<file path="src/rtl/error_classifier.sv">
// Error classifier: aligns received/recomputed parity per codeword mode, forms the syndrome and
// reports none/single/double errors through a one-deep valid/ready stage. Optional statistics via `ERR_STATS_EN.
module error_classifier #(
    parameter int PARITY_WIDTH = 6,
    parameter int CNT_WIDTH    = 16
) (
    input  logic                    clk,
    input  logic                    rst,
    input  logic [1:0]              codeword_width,
    input  logic [PARITY_WIDTH-1:0] y_parity,
    input  logic [PARITY_WIDTH-1:0] data_parity,
    input  logic                    in_valid,
    output logic                    in_ready,
    output logic                    out_valid,
    input  logic                    out_ready,
    output logic [1:0]              nof,
    output logic [PARITY_WIDTH-2:0] fix_pos,
    input  logic                    clr_cnt,
    output logic [CNT_WIDTH-1:0]    cnt_single,
    output logic [CNT_WIDTH-1:0]    cnt_double
);

    localparam int PW = PARITY_WIDTH;

    // Narrower codewords keep their overall parity bit just above the Hamming bits;
    // move it to the MSB so every mode shares one syndrome layout.
    function automatic logic [PW-1:0] align(input logic [PW-1:0] v, input logic [1:0] mode);
        logic [PW-1:0] a;
        a = '0;
        case (mode)
            2'b00: begin
                a[PW-1]   = v[PW-3];
                a[PW-4:0] = v[PW-4:0];
            end
            2'b01: begin
                a[PW-1]   = v[PW-2];
                a[PW-3:0] = v[PW-3:0];
            end
            default: a = v;
        endcase
        return a;
    endfunction

    logic [PW-1:0] syndrome;
    logic [1:0]    nof_next;
    logic [PW-2:0] fix_next;
    logic          transfer;

    assign syndrome = align(y_parity, codeword_width) ^ align(data_parity, codeword_width);
    assign in_ready = ~out_valid | out_ready;
    assign transfer = in_valid & in_ready;

    always_comb begin
        nof_next = 2'b00;
        fix_next = '0;
        if (syndrome[PW-1]) begin
            nof_next = 2'b01;
            fix_next = syndrome[PW-2:0];
        end else if (syndrome[PW-2:0] != '0) begin
            nof_next = 2'b10;
            fix_next = syndrome[PW-2:0];
        end
    end

    // A new beat may replace a result in the same cycle it is accepted, giving full throughput.
    always_ff @(posedge clk) begin
        if (rst) begin
            out_valid <= 1'b0;
            nof       <= 2'b00;
            fix_pos   <= '0;
        end else if (transfer) begin
            out_valid <= 1'b1;
            nof       <= nof_next;
            fix_pos   <= fix_next;
        end else if (out_ready) begin
            out_valid <= 1'b0;
        end
    end

`ifdef ERR_STATS_EN
    localparam logic [CNT_WIDTH-1:0] CNT_ONE = {{(CNT_WIDTH-1){1'b0}}, 1'b1};

    // Counters saturate rather than wrap; a clear beats any increment in the same cycle.
    always_ff @(posedge clk) begin
        if (rst || clr_cnt) begin
            cnt_single <= '0;
            cnt_double <= '0;
        end else if (transfer) begin
            if (nof_next == 2'b01 && cnt_single != '1)
                cnt_single <= cnt_single + CNT_ONE;
            if (nof_next == 2'b10 && cnt_double != '1)
                cnt_double <= cnt_double + CNT_ONE;
        end
    end
`else
    logic unused_clr_cnt;
    assign unused_clr_cnt = clr_cnt;
    assign cnt_single     = '0;
    assign cnt_double     = '0;
`endif

endmodule
</file>
<file path="config.mk">
export PLATFORM = sky130hd
export DESIGN_NAME = error_classifier
export DESIGN_NICKNAME = d
export VERILOG_FILES = /design/src/rtl/error_classifier.sv
export SDC_FILE = /design/constraint.sdc
export NUM_CORES = 1
export LEC_CHECK = 0
export CAP_MARGIN = 10
export CORE_ASPECT_RATIO = 1.5
export CORE_MARGIN = 10
export CORE_UTILIZATION = 30
export DETAILED_ROUTE_END_ITERATION = 8
export PLACE_DENSITY = 0.91
export SLEW_MARGIN = 25
export SYNTH_ARGS = -nofsm -noshare
export SYNTH_HDL_FRONTEND = slang
export SYNTH_SLANG_ARGS = --single-unit
</file>
<file path="constraint.sdc">
create_clock -name clk -period 1.1 [get_ports clk]
set_input_delay 0.275 -clock clk [delete_from_list [all_inputs] [get_ports clk]]
set_output_delay 0.275 -clock clk [all_outputs]
set_load 0.005 [all_outputs]
</file>
==> flow_summary_export.csv <==
group,metric,value,unit
synthesis,synthSimpleGateAreaFrac,13.8,%
finish,drive_gt1_share,31.6,%
synthesis,yosysMostFrequentCell,"buf_4",
sta,finalWorstSetupSlack,-0.0166,ns
detailed_routing,routedWlPerCell,14.1,um
power,p_total,0.854,mW
sta,grt_setup_unrepaired,"yes",
sta,drv_slew,0,
sta,period_needed,1.12,ns
worst_setup_path,setup.worst_path.start_class,"input port",
detailed_routing,drc,0,
clocking,tritoncts,"built",
global_route,antenna_found_initial,0,
sta,hold_viol_final,0,
detailed_routing,wl_met1,527,um
finish,synthToLayoutAreaGrowth,44.8,%
synthesis,synthTopCellsByArea,"buf_4 (38%), dfxtp_1 (25%), xnor2_1 (4.1%), a211oi_1 (3.5%), nor2_1 (3.5%)",
sta,period_share,102,%
clocking,clk_latency,0.26,ns
finish,instances_no_fill,136,
detailed_routing,routed.top_layer,"met4",
synthesis,synth_edf_count,0,
place,routabilityCongestion,0.676,
worst_setup_path,rr_startpoint,"out_valid$_SDFFE_PP0P_",
place,dp_cells,130,
detailed_routing,via_per_inst,4.08,
die,coreArea,2050,um^2
synthesis,synth.yosys.seq_area_share,24.8,%
synthesis,yosys_warnings,0,
synthesis,synth_common_cells,"buf_4 (33), dfxtp_1 (8), nor2_1 (6)",
worst_setup_path,path_class,"in -> reg",
finish,design_area,935,um^2
detailed_routing,dr.pass1.iters,3,
min_path,min_from,"rst",
die,dieArea,4450,um^2
sta,holdWs,0.363,ns
sta,skew,0.00679,ns
clocking,clock_sinks,8,
synthesis,postSynthAreaPerCell,8.28,um^2
global_route,grt_start_max_net_pins,7,
clocking,cts_buffer_depth,2,
synthesis,synth_xor_area_share,9.30,%
clocking,cts_buffers,3,
global_route,grt_usage,7.96,%
synthesis,ys_types,22,
finish,fin_nets,135,
synthesis,synth_fa_ha_area_share,0,%
sta,finalSetupTns,-0.0166,ns
detailed_routing,drt-initial-drc-count,7,
power,p_leak,0.513,nW
global_route,grt_pass1_wl,2840,um
place,dpl.hpwl,1540,um
worst_setup_path,startpoint,"data_parity[3]",
power,powerDensity,914,nW/um^2
synthesis,syn-cell-area,646,um^2
clocking,clk_pin_slew_worst_paths,0.06,ns
detailed_routing,final_antenna_net_count,0,
worst_setup_path,end_kind,"register",
synthesis,synth_ff_type,"dfxtp_1",
place,port_buffers,26,
finish,diodes,0,
min_path,hp-class,"in -> reg",
job,drv_cap,0,
die,die_h,76.8,um
run_status,outcome,"finished, violations left",
synthesis,synth_compound_area_share,9.30,%
place,post-place-ws,-0.567,ns
die,start_util,31.5,%
detailed_routing,wl,1920,um
finish,nFillCells,216,
detailed_routing,route.met3.wl,307,um
sta,final-setup-viol-count,1,
synthesis,async_reset_ff_share,0,%
worst_setup_path,critPathArrivalTime,1.25,ns
die,die_width,57.9,um
worst_setup_path,cp_max_fo,3,
die,num_io_pins,60,
clocking,cts_hold_repair.buffers,0,
synthesis,synth_area_leader_cell,"buf_4",
worst_setup_path,crit_required,1.23,ns
sta,fmax,896,MHz
synthesis,synth_top_family_by_area,"buffers and inverters",
clocking,cts_max_level,1,
synthesis,muxShareOfSynthArea,1.55,%
die,rows,20,
synthesis,ys_ff_latch,8,
clocking,cts_root_buffer,"clkbuf_4",
global_route,grt_pass1_vias,638,
place,placed_cell_area,863,um^2
finish,utilization,45.5,%
detailed_routing,vias,555,
detailed_routing,wl_met2,1070,um
global_route,grt.overflow.total,0,
synthesis,synthCells,78,
power,vdd.ir_drop.worst,347,uV
synthesis,synth_top_cell_area_share,38.4,%
run_status,violations,"setup timing",
power breakdown:
group	switching [mW]	internal, mW
logic	0.139	0.152
registers	0.0119	0.314
clock network	0.111	0.126
worst paths after layout:
| path | slack [ns] | cells after the start | end |
|---|---|---|---|
| max | -0.02 | 6 | nof[1]$_SDFFE_PP0P_ |
| min | 0.36 | 2 | fix_pos[4]$_SDFFE_PP0P_ |
| max reg2reg | 0.01 | 4 | nof[1]$_SDFFE_PP0P_ |
| min reg2reg | 0.49 | 2 | nof[1]$_SDFFE_PP0P_ |
worst max-delay path, cell delays in order:
cell and delay [ns]:
dlygate4sd2_1 0.25, xnor2_2 0.17, buf_4 0.16, nand2b_4 0.05, a221oi_2 0.23, o32ai_2 0.10
layout by cell type (no fill, tap or decap), types with 3 or more instances in the layout:
master / n
inv_1: 3
clkbuf_4: 3
buf_4: 9
xnor2_2: 4
clkbuf_2: 3
nor2_1: 6
dfxtp_2: 3
dfxtp_1: 5
conb_1: 32
dlygate4sd2_1: 14
buf_2: 4
sequential cells by signal (all words and copies together) (netlist names):
| name | flops |
|---|---|
| fix_pos | 5 |
| nof | 2 |
| out_valid | 1 |
routing by layer:
layer,vias up,global-route usage (%)
met5,-,0
met4,0,3.54
met3,2,5.93
met2,37,14.7
met1,257,5.62
li1,259,-
timing repair:
item,4_1_cts,5_1_grt
buffers inserted,1,2
setup endpoints to repair,15,11
gates resized for setup,47,14
pin swaps,7,5
kinds of logic (layout without fill, tap and decap cells):
| logic type | after synthesis | after routing |
|---|---|---|
| compound gates | 8 | 8 |
| xor+xnor | 6 | 6 |
| buf+inv | 37 | 42 |
| flops | 8 | 8 |
| mux | 1 | 1 |
| other cells | 1 | 32 |
| simple gates | 17 | 17 |
layout make-up:
| class | instances | area, um^2 | share of cell area (%) |
|---|---|---|---|
| multi-input cells | 64 | 408 | 43.6 |
| repair buffers | 36 | 302 | 32.3 |
| flip-flops and latches | 8 | 164 | 17.5 |
| well taps | 22 | 27.5 | 2.95 |
| clock buffers | 3 | 22.5 | 2.41 |
| inverters | 3 | 11.3 | 1.20 |
Note: power is estimated with default switching activity, not from simulation.
